**config.mk**
```make
export PLATFORM = sky130hd
export DESIGN_NAME = spi_master_ctrl
export DESIGN_NICKNAME = d
export VERILOG_FILES = /design/src/rtl/spi_pkg.sv /design/src/rtl/spi_clk_gen.sv /design/src/rtl/spi_master_ctrl.sv
export SDC_FILE = /design/constraint.sdc
export NUM_CORES = 1
export LEC_CHECK = 0
export ABC_AREA = 1
export BUFFER_PORTS_ARGS = -buffer_cell sky130_fd_sc_hd__buf_2
export CAP_MARGIN = 20
export CORE_MARGIN = 2
export CORE_UTILIZATION = 55
export CTS_CLUSTER_DIAMETER = 80
export DETAILED_ROUTE_END_ITERATION = 6
export PLACE_DENSITY = 0.75
export SYNTH_ARGS = -nofsm -noshare
export SYNTH_HDL_FRONTEND = slang
export SYNTH_SLANG_ARGS = --single-unit
```
**constraint.sdc**
```tcl
create_clock -name clk -period 4.26 [get_ports clk]
set_input_delay 1.278 -clock clk [delete_from_list [all_inputs] [get_ports clk]]
set_output_delay 1.278 -clock clk [all_outputs]
set_load 0.02 [all_outputs]
```
**src/rtl/spi_pkg.sv**
```systemverilog
// Shared types and helpers for the SPI master: FSM states, latched mode and length clamping.
package spi_pkg;

  typedef enum logic [2:0] {IDLE, LEAD, XFER, TRAIL, GAP} spi_state_t;

  typedef struct packed {
    logic cpol;
    logic cpha;
  } spi_mode_t;

  function automatic int unsigned clamp_len(input int unsigned n, input int unsigned maxlen);
    return (n > maxlen) ? maxlen : n;
  endfunction

endpackage

```
**src/rtl/spi_clk_gen.sv**
```systemverilog
// Half-period tick generator: counts HALF clk cycles while enabled, restarting from 0 on enable or clear.
module spi_clk_gen #(
  parameter int unsigned HALF = 50
) (
  input  logic clk_i,
  input  logic sreset_i,
  input  logic en_i,
  input  logic clr_i,
  output logic half_tick_o
);

  localparam int unsigned CW = (HALF > 1) ? $clog2(HALF) : 1;
  localparam logic [CW-1:0] LAST = CW'(HALF - 1);

  logic [CW-1:0] cnt_q, cnt_d;

  always_comb begin
    cnt_d = cnt_q;
    if (!en_i || clr_i || (cnt_q == LAST)) cnt_d = '0;
    else cnt_d = cnt_q + 1'b1;
  end

  assign half_tick_o = en_i && !clr_i && (cnt_q == LAST);

  always_ff @(posedge clk_i) begin
    if (sreset_i) cnt_q <= '0;
    else cnt_q <= cnt_d;
  end

endmodule

```
**src/rtl/spi_master_ctrl.sv**
```systemverilog
// SPI master, all CPOL/CPHA modes, MSB-first, variable length, decoded active-low selects.
// Define SPI_LOOPBACK_EN to add loopback_en, which feeds the internal MOSI back as the sampled bit.
module spi_master_ctrl
  import spi_pkg::*;
#(
  parameter int unsigned CLK_DIVIDE = 100,
  parameter int unsigned SPI_MAXLEN = 16,
  parameter int unsigned NUM_SS     = 4
) (
  input  logic                            clk,
  input  logic                            sreset,
  input  logic                            start_cmd,
  output logic                            spi_drv_rdy,
  input  logic [$clog2(SPI_MAXLEN):0]     n_clks,
  input  logic [SPI_MAXLEN-1:0]           tx_data,
  input  logic [$clog2(NUM_SS)-1:0]       ss_sel,
  input  logic                            cpol,
  input  logic                            cpha,
`ifdef SPI_LOOPBACK_EN
  input  logic                            loopback_en,
`endif
  output logic [SPI_MAXLEN-1:0]           rx_data,
  output logic                            rx_valid,
  output logic                            SCLK,
  output logic                            MOSI,
  input  logic                            MISO,
  output logic [NUM_SS-1:0]               SS_N
);

  localparam int unsigned LW   = $clog2(SPI_MAXLEN) + 1;
  localparam int unsigned SSW  = $clog2(NUM_SS);
  localparam int unsigned HALF = CLK_DIVIDE / 2;

  spi_state_t            state_q, state_d;
  spi_mode_t             mode_q, mode_d;
  logic [LW-1:0]         len_q, len_d;
  logic [LW:0]           hcnt_q, hcnt_d;
  logic [SPI_MAXLEN-1:0] txsh_q, txsh_d, rxsh_q, rxsh_d, rx_data_q, rx_data_d;
  logic                  rx_valid_q, rx_valid_d, sclk_q, sclk_d, mosi_q, mosi_d;
  logic [NUM_SS-1:0]     ss_n_q, ss_n_d;

  logic                  half_tick, accept, ss_ok, miso_bit;
  logic                  edge_en, edge_lead, final_trail;
  logic [LW-1:0]         len_in;
  logic [LW:0]           last_hp, pre_last;
  logic [SPI_MAXLEN-1:0] aligned;

  spi_clk_gen #(.HALF(HALF)) u_clk_gen (
    .clk_i       (clk),
    .sreset_i    (sreset),
    .en_i        (state_q != IDLE),
    .clr_i       (accept),
    .half_tick_o (half_tick)
  );

`ifdef SPI_LOOPBACK_EN
  assign miso_bit = loopback_en ? mosi_q : MISO;
`else
  assign miso_bit = MISO;
`endif

  assign ss_ok   = ({1'b0, ss_sel} < (SSW + 1)'(NUM_SS));
  assign len_in  = LW'(clamp_len(32'(n_clks), SPI_MAXLEN));
  assign accept  = start_cmd && (state_q == IDLE) && (n_clks != '0) && ss_ok;
  // Left-align the word so the first bit to send always sits at the MSB of the shifter.
  assign aligned = tx_data << (SPI_MAXLEN - 32'(len_in));

  // XFER half-period h ends with edge h+1; edge 0 is issued when LEAD expires.
  assign last_hp     = {len_q, 1'b0} - 1'b1;
  assign pre_last    = last_hp - 1'b1;
  assign edge_en     = half_tick && ((state_q == LEAD) || ((state_q == XFER) && (hcnt_q != last_hp)));
  assign edge_lead   = (state_q == LEAD) || hcnt_q[0];
  assign final_trail = (state_q == XFER) && (hcnt_q == pre_last);

  always_comb begin
    state_d    = state_q;
    mode_d     = mode_q;
    len_d      = len_q;
    hcnt_d     = hcnt_q;
    txsh_d     = txsh_q;
    rxsh_d     = rxsh_q;
    rx_data_d  = rx_data_q;
    rx_valid_d = 1'b0;
    sclk_d     = sclk_q;
    mosi_d     = mosi_q;
    ss_n_d     = ss_n_q;
    unique case (state_q)
      IDLE: if (accept) begin
        state_d     = LEAD;
        mode_d.cpol = cpol;
        mode_d.cpha = cpha;
        len_d       = len_in;
        hcnt_d      = '0;
        rxsh_d      = '0;
        sclk_d      = cpol;
        ss_n_d      = ~(NUM_SS'(1) << ss_sel);
        if (!cpha) begin
          mosi_d = aligned[SPI_MAXLEN-1];
          txsh_d = aligned << 1;
        end else begin
          txsh_d = aligned;
        end
      end
      LEAD: if (half_tick) state_d = XFER;
      XFER: if (half_tick) begin
        if (hcnt_q == last_hp) state_d = TRAIL;
        else hcnt_d = hcnt_q + 1'b1;
      end
      TRAIL: if (half_tick) begin
        state_d    = GAP;
        ss_n_d     = '1;
        rx_data_d  = rxsh_q;
        rx_valid_d = 1'b1;
      end
      GAP: if (half_tick) state_d = IDLE;
      default: state_d = IDLE;
    endcase
    if (edge_en) begin
      sclk_d = ~sclk_q;
      if (edge_lead ^ mode_q.cpha) rxsh_d = {rxsh_q[SPI_MAXLEN-2:0], miso_bit};
      if (mode_q.cpha ? edge_lead : (!edge_lead && !final_trail)) begin
        mosi_d = txsh_q[SPI_MAXLEN-1];
        txsh_d = txsh_q << 1;
      end
    end
  end

  always_ff @(posedge clk) begin
    if (sreset) begin
      state_q    <= IDLE;
      mode_q     <= '0;
      len_q      <= '0;
      hcnt_q     <= '0;
      txsh_q     <= '0;
      rxsh_q     <= '0;
      rx_data_q  <= '0;
      rx_valid_q <= 1'b0;
      sclk_q     <= 1'b0;
      mosi_q     <= 1'b0;
      ss_n_q     <= '1;
    end else begin
      state_q    <= state_d;
      mode_q     <= mode_d;
      len_q      <= len_d;
      hcnt_q     <= hcnt_d;
      txsh_q     <= txsh_d;
      rxsh_q     <= rxsh_d;
      rx_data_q  <= rx_data_d;
      rx_valid_q <= rx_valid_d;
      sclk_q     <= sclk_d;
      mosi_q     <= mosi_d;
      ss_n_q     <= ss_n_d;
    end
  end

  assign spi_drv_rdy = (state_q == IDLE);
  assign rx_data     = rx_data_q;
  assign rx_valid    = rx_valid_q;
  assign SCLK        = sclk_q;
  assign MOSI        = mosi_q;
  assign SS_N        = ss_n_q;

endmodule

```
# Yosys cells after proc, flatten, opt, wreduce, memory -nomap -nowiden
# Index checks and enable logic that the tools add are counted.
[word_totals]
word_cells = 104
register_bits = 76
output_inout_bits = 24
[op_classes]
bitwise_logic = 4
reduce_logical = 31
n_mux = 34
n_lt_le_gt_ge = 1
eq_ne = 15
n_addsub = 5
n_shift = 2
[op_table]
columns = ["operator", "n"]
rows = [
  ["two-way mux 16 bit", 9],
  ["left shift 16 x 32 -> 16 bit", 1],
  ["two-way mux 3 bit", 6],
  ["two-way mux 6 bit", 3],
  ["case mux 3 bit (5 select lines)", 1],
  ["adder 6 x 1 -> 6 bit (second input constant)", 2],
  ["equality test 6 bit", 2],
  ["case mux 6 bit (2 select lines)", 1],
  ["subtractor 6 x 1 -> 6 bit (second input constant)", 2],
  ["two-way mux 1 bit", 10],
  ["inequality test 2 bit (second input constant)", 5],
  ["logical AND 1 bit", 8],
  ["two-way mux 4 bit", 2],
  ["case mux 4 bit (2 select lines)", 1],
  ["nonzero test 2 bit", 4],
  ["equality test 3 x 2 -> 1 bit (second input constant)", 2],
  ["equality test 6 bit (second input constant)", 1],
  ["inequality test 6 bit", 1],
  ["AND reduction 2 bit", 3],
  ["AND reduction 6 bit", 1],
  ["subtractor 5 x 5 -> 6 bit (first input constant)", 1],
  ["> comparator 5 bit (second input constant)", 1],
  ["two-way mux 5 bit", 1],
  ["nonzero test 5 bit", 1],
  ["14 further kinds", 23],
]

# Logic depth before layout (Yosys ltp)
[depth]
ltp_word = 9
ltp_mapped = 19
depth_no_buf = 17

# Modules after synthesis
# Synthesis repeated with hierarchy kept, for this count alone.
[unflattened]
cells_unflattened = 769
area_unflattened_um2 = 4639.4
[modules_own_cells]
columns = ["mod", "area_each_um2", "instances", "cells_per_inst"]
rows = [
  ["spi_master_ctrl", 4356.7, 1, 733],
  ["spi_clk_gen", 282.8, 1, 36],
]

# Worst setup path after synthesis
# Ideal clock, no wire load.
[synth_timing]
path_type = "input -> register"
from = "input port n_clks[0]"
to = "register txsh_q[10]"
path_buffers = 4
t_arrival_ps = 3210
setup_time_ps = 109
setup_slack_ps = 941
stages = 18
cell_sequence = "nor2_1 > nand2_2 > nand2_2 > buf_6 > nand2_8 > buf_6 > ha_1 > buf_2 > clkinv_1 > clkbuf_1 > nand3_1 > nand2_1 > nand2_1 > nand3_1 > nand3_1 > nand3_1 > nand2_1 > inv_1"
[synth_via]
elab_chain_cells = 9
word_cells_on_any_way = 15
[synth_rtl]
columns = ["element", "line_no", "source"]
rows = [
  ["from (decl)", "spi_master_ctrl.sv:14", "input logic [$clog2(SPI_MAXLEN):0] n_clks,"],
  ["> comparator 5 bit", "spi_pkg.sv:12", "return (n > maxlen) ? maxlen : n;"],
  ["two-way mux 5 bit", "spi_pkg.sv:12", ""],
  ["subtractor 5 x 5 -> 6 bit", "spi_master_ctrl.sv:66", "assign aligned = tx_data << (SPI_MAXLEN - 32'(len_in));"],
  ["left shift 16 x 32 -> 16 bit", "spi_master_ctrl.sv:66", ""],
  ["two-way mux 16 bit", "spi_master_ctrl.sv:97", "if (!cpha) begin"],
  ["two-way mux 16 bit", "spi_master_ctrl.sv:88", "IDLE: if (accept) begin"],
  ["two-way mux 16 bit", "spi_master_ctrl.sv:87", "unique case (state_q)"],
  ["two-way mux 16 bit", "spi_master_ctrl.sv:121", "if (mode_q.cpha ? edge_lead : (!edge_lead && !final_trail)) begin"],
  ["two-way mux 16 bit (*)", "spi_master_ctrl.sv:118", "if (edge_en) begin"],
  ["to (signal assigned)", "spi_master_ctrl.sv:146", "txsh_q <= txsh_d;"],
  ["to (decl)", "spi_master_ctrl.sv:38", "logic [SPI_MAXLEN-1:0] txsh_q, txsh_d, rxsh_q, rxsh_d, rx_data_q, rx_data_d;"],
]
# Mark *: on every way between the ends. The rest lies on a longest branch, timed or not.
# A chain may end at the register's enable or synchronous reset.

# Worst setup path in the final report
[layout_timing]
from = "input port n_clks[2]"
to = "register txsh_q[5]"
# The elaborated chain is that of the path after synthesis.

==> reports/results.ini <==
[critical_path]
end_kind = register
critPathArrivalTime_ns = 3.75
slowest_delay_ns = 0.48
worstPathRequired_ns = 4.55
slowest_stage = nor2_2
rr_worst_depth = 9
cp.buffers_inverters = 1
cp_num_cells = 13
crit_family = simple AND/OR/NAND/NOR gates
cp_cell_sequence = buf_2, nor2_2, nand2_2, nand2_2, nand2_8, ha_1, nand4_1, o21ai_2, nor2_2, nand3_1, o21ai_0, nor2_1, nor2_1
path_max_fanout = 20
critical_path_class = in2reg
ff2ff_setup_slack_ns = 1.65
startpoint_type = primary input
r2r_start = state_q[0]
r2r-end = txsh_q[5]

[min_path]
min_path_type = reg2reg
hold_depth = 2
hold_end = SS_N[0]
worstHoldStart = SS_N[0]

[floorplanning]
ios = 53
die_y_um = 96.2
rows = 33
core-area_um2 = 8220
die_w_um = 96.2
die-area_um2 = 9250
start_util_pct = 56.9

[clocking]
numCtsBuffers = 9
insertion_delay_ns = 0.35
postCtsSetupBuffers = 0
cts_buffer_depth = 2
post_cts_resized = 0
htreeDepth = 3
postCtsHoldBufs = 0
cts_sinks = 76
cts_tree = done
root_buffer = clkbuf_8
clkTransAtPathRegs_ns = 0.08

[synthesis]
post_synth_instance_area_um2 = 4670
synth_edf_count = 0
synthTopCellsByArea = dfxtp_1 (33%), nand2_1 (17%), nand3_1 (11%), nor2_1 (7.5%), inv_1 (5.3%)
synth_top_cell_by_area = dfxtp_1
ys_types = 42
synth_most_common_cell = nand2_1
ys.flop_type = dfxtp_1
seq_area_frac_synth_pct = 32.6
synthCells = 730
async_flop_share_pct = 0
yosys_warnings = 0
synth_nets = 764
post_synth.cell_area_avg_um2 = 6.40
synth_top_area_share_pct = 32.6
synthTopCellsByCount = nand2_1 (214), nand3_1 (103), nor2_1 (93)
ys_ff_latch = 76

[global_route]
overflow = 0
track_usage_pct = 23.7
grt_pass1_vias = 4162
grt_first_pass_wirelength_um = 17600
grt_max_degree = 33
antenna_found_initial = 0

[placed_design]
gp_congestion = 0.917
port_buffers = 52
dp_hpwl_um = 7590

[detailed_routing]
drt_iter0_markers = 234
drc = 0
wl_per_cell_um = 12.1
avgViaCountPerCell = 5.31
num_vias = 4645
drtPass1Iterations = 5
routed_wl_um = 10600
ant_nets = 0

[final_layout]
fillers = 783
layout.nets = 800
drive_gt1_share_pct = 15.2
syn_to_final_growth_pct = 8.84
antenna_cells = 0

[status]
status = complete, no violations

[power]
peakVddDrop_mv = 0.174
p_leak_nw = 2.65
power.density_nw_per_um2 = 391

[sta]
hold_viol = 0
fin_crit_ns = 3.46
max_slew_margin_pct = 39.4
fmax_ghz = 0.289
rsz0062_at_grt = no
setup_tns_ns = 0
worst_clock_skew_ns = 0.0118
finalMaxSlewViolations = 0
whs_ns = 0.461
worst_pin_slew_ns = 0.906
fin_crit_sh_pct = 81.2
setup_viol = 0

[job]
maxCapViolCount = 0

## stage by stage
step                total power (W)  setup slack, ns  utilization (%)  std cells  cell area [um2]
detailed placement          0.00150            0.474             59.8        860             4910
CTS                         0.00200            0.834             61.9        875             5090
global route                0.00212            0.542             61.9        875             5090
floorplan                   0.00136            0.941                -        730             4670
global placement            0.00149            0.581             59.8        860             4910
finish                      0.00199            0.799             61.9        875             5090
## cell usage in the layout, fill, tap and decap left out, drive strengths merged
cell type  instances
nand2            224
nand3            108
nor2             102
dfxtp             76
inv               73
buf               57
o21ai             43
a21oi             19
nor3b             18
clkbuf            11
nand4              8
xor2               5
ha                 5
nand3b             3
clkinv             3
nor3               2
a211oi             2
xnor2              2
o31ai              2
clkinvlp           2
or2                1
o22ai              1
nor4               1
a21boi             1
o211ai             1
## metal layers
layer	GRT usage (%)	part of all wire (%)
met1	28.9	46
met2	41.3	48
met3	4.78	4.5
met4	8.21	1.7
met5	0	0
## layout make-up
type,count,area (um2),share of cell area (%)
sequential,76,1520,29.9
clock inverter,4,25.0,0.492
inverter,74,280,5.51
multi-input combinational,548,2680,52.7
timing repair buffer,57,298,5.85
clock buffer,11,151,2.98
tap,105,131,2.58
## power breakdown
group          internal (W)  leakage, nW  switching (W)
Clock              0.000238       0.0872       0.000260
Combinational      0.000213         1.95       0.000471
Sequential         0.000766        0.616      0.0000430
## kinds of logic (layout without fill, tap and decap cells)
group / count (synthesis) / in the layout / synth area share (%)
AO/OA/AOI/OAI: 69 / 69 / 8.51
AND/OR/NAND/NOR: 467 / 467 / 46.2
adder cells (fa/ha/maj): 5 / 5 / 1.34
buffers and inverters: 106 / 146 / 10.1
XOR/XNOR: 7 / 7 / 1.31
flip-flops: 76 / 76 / 32.6
## worst register-to-register path, stage by stage (launching register included)
cell and delay (ns):
dfxtp_1 0.35, nor2_2 0.21, nand2_2 0.15, nor2_1 0.23
nand2_2 0.29, nor2_1 0.63, inv_1 0.26, o21ai_0 0.29
nor2_1 0.06, nor2_1 0.09
## worst max path at each step
stage,end,from
6_report,txsh_q[5],n_clks[2]
5_1_grt,txsh_q[9],n_clks[2]
4_1_cts,txsh_q[5],n_clks[2]
3_5_place_dp,txsh_q[5],n_clks[2]
3_3_place_gp,txsh_q[1],n_clks[1]
2_1_floorplan,txsh_q[10],n_clks[0]
## registers in the layout, indices dropped and copies added (netlist names)
signal           count
hcnt_q               6
MOSI                 1
mode_q               1
txsh_q              16
state_q              3
u_clk_gen.cnt_q      6
rxsh_q              16
SS_N                 4
SCLK                 1
rx_data             16
rx_valid             1
len_q                5
Note: power is estimated with default switching activity, not from simulation.
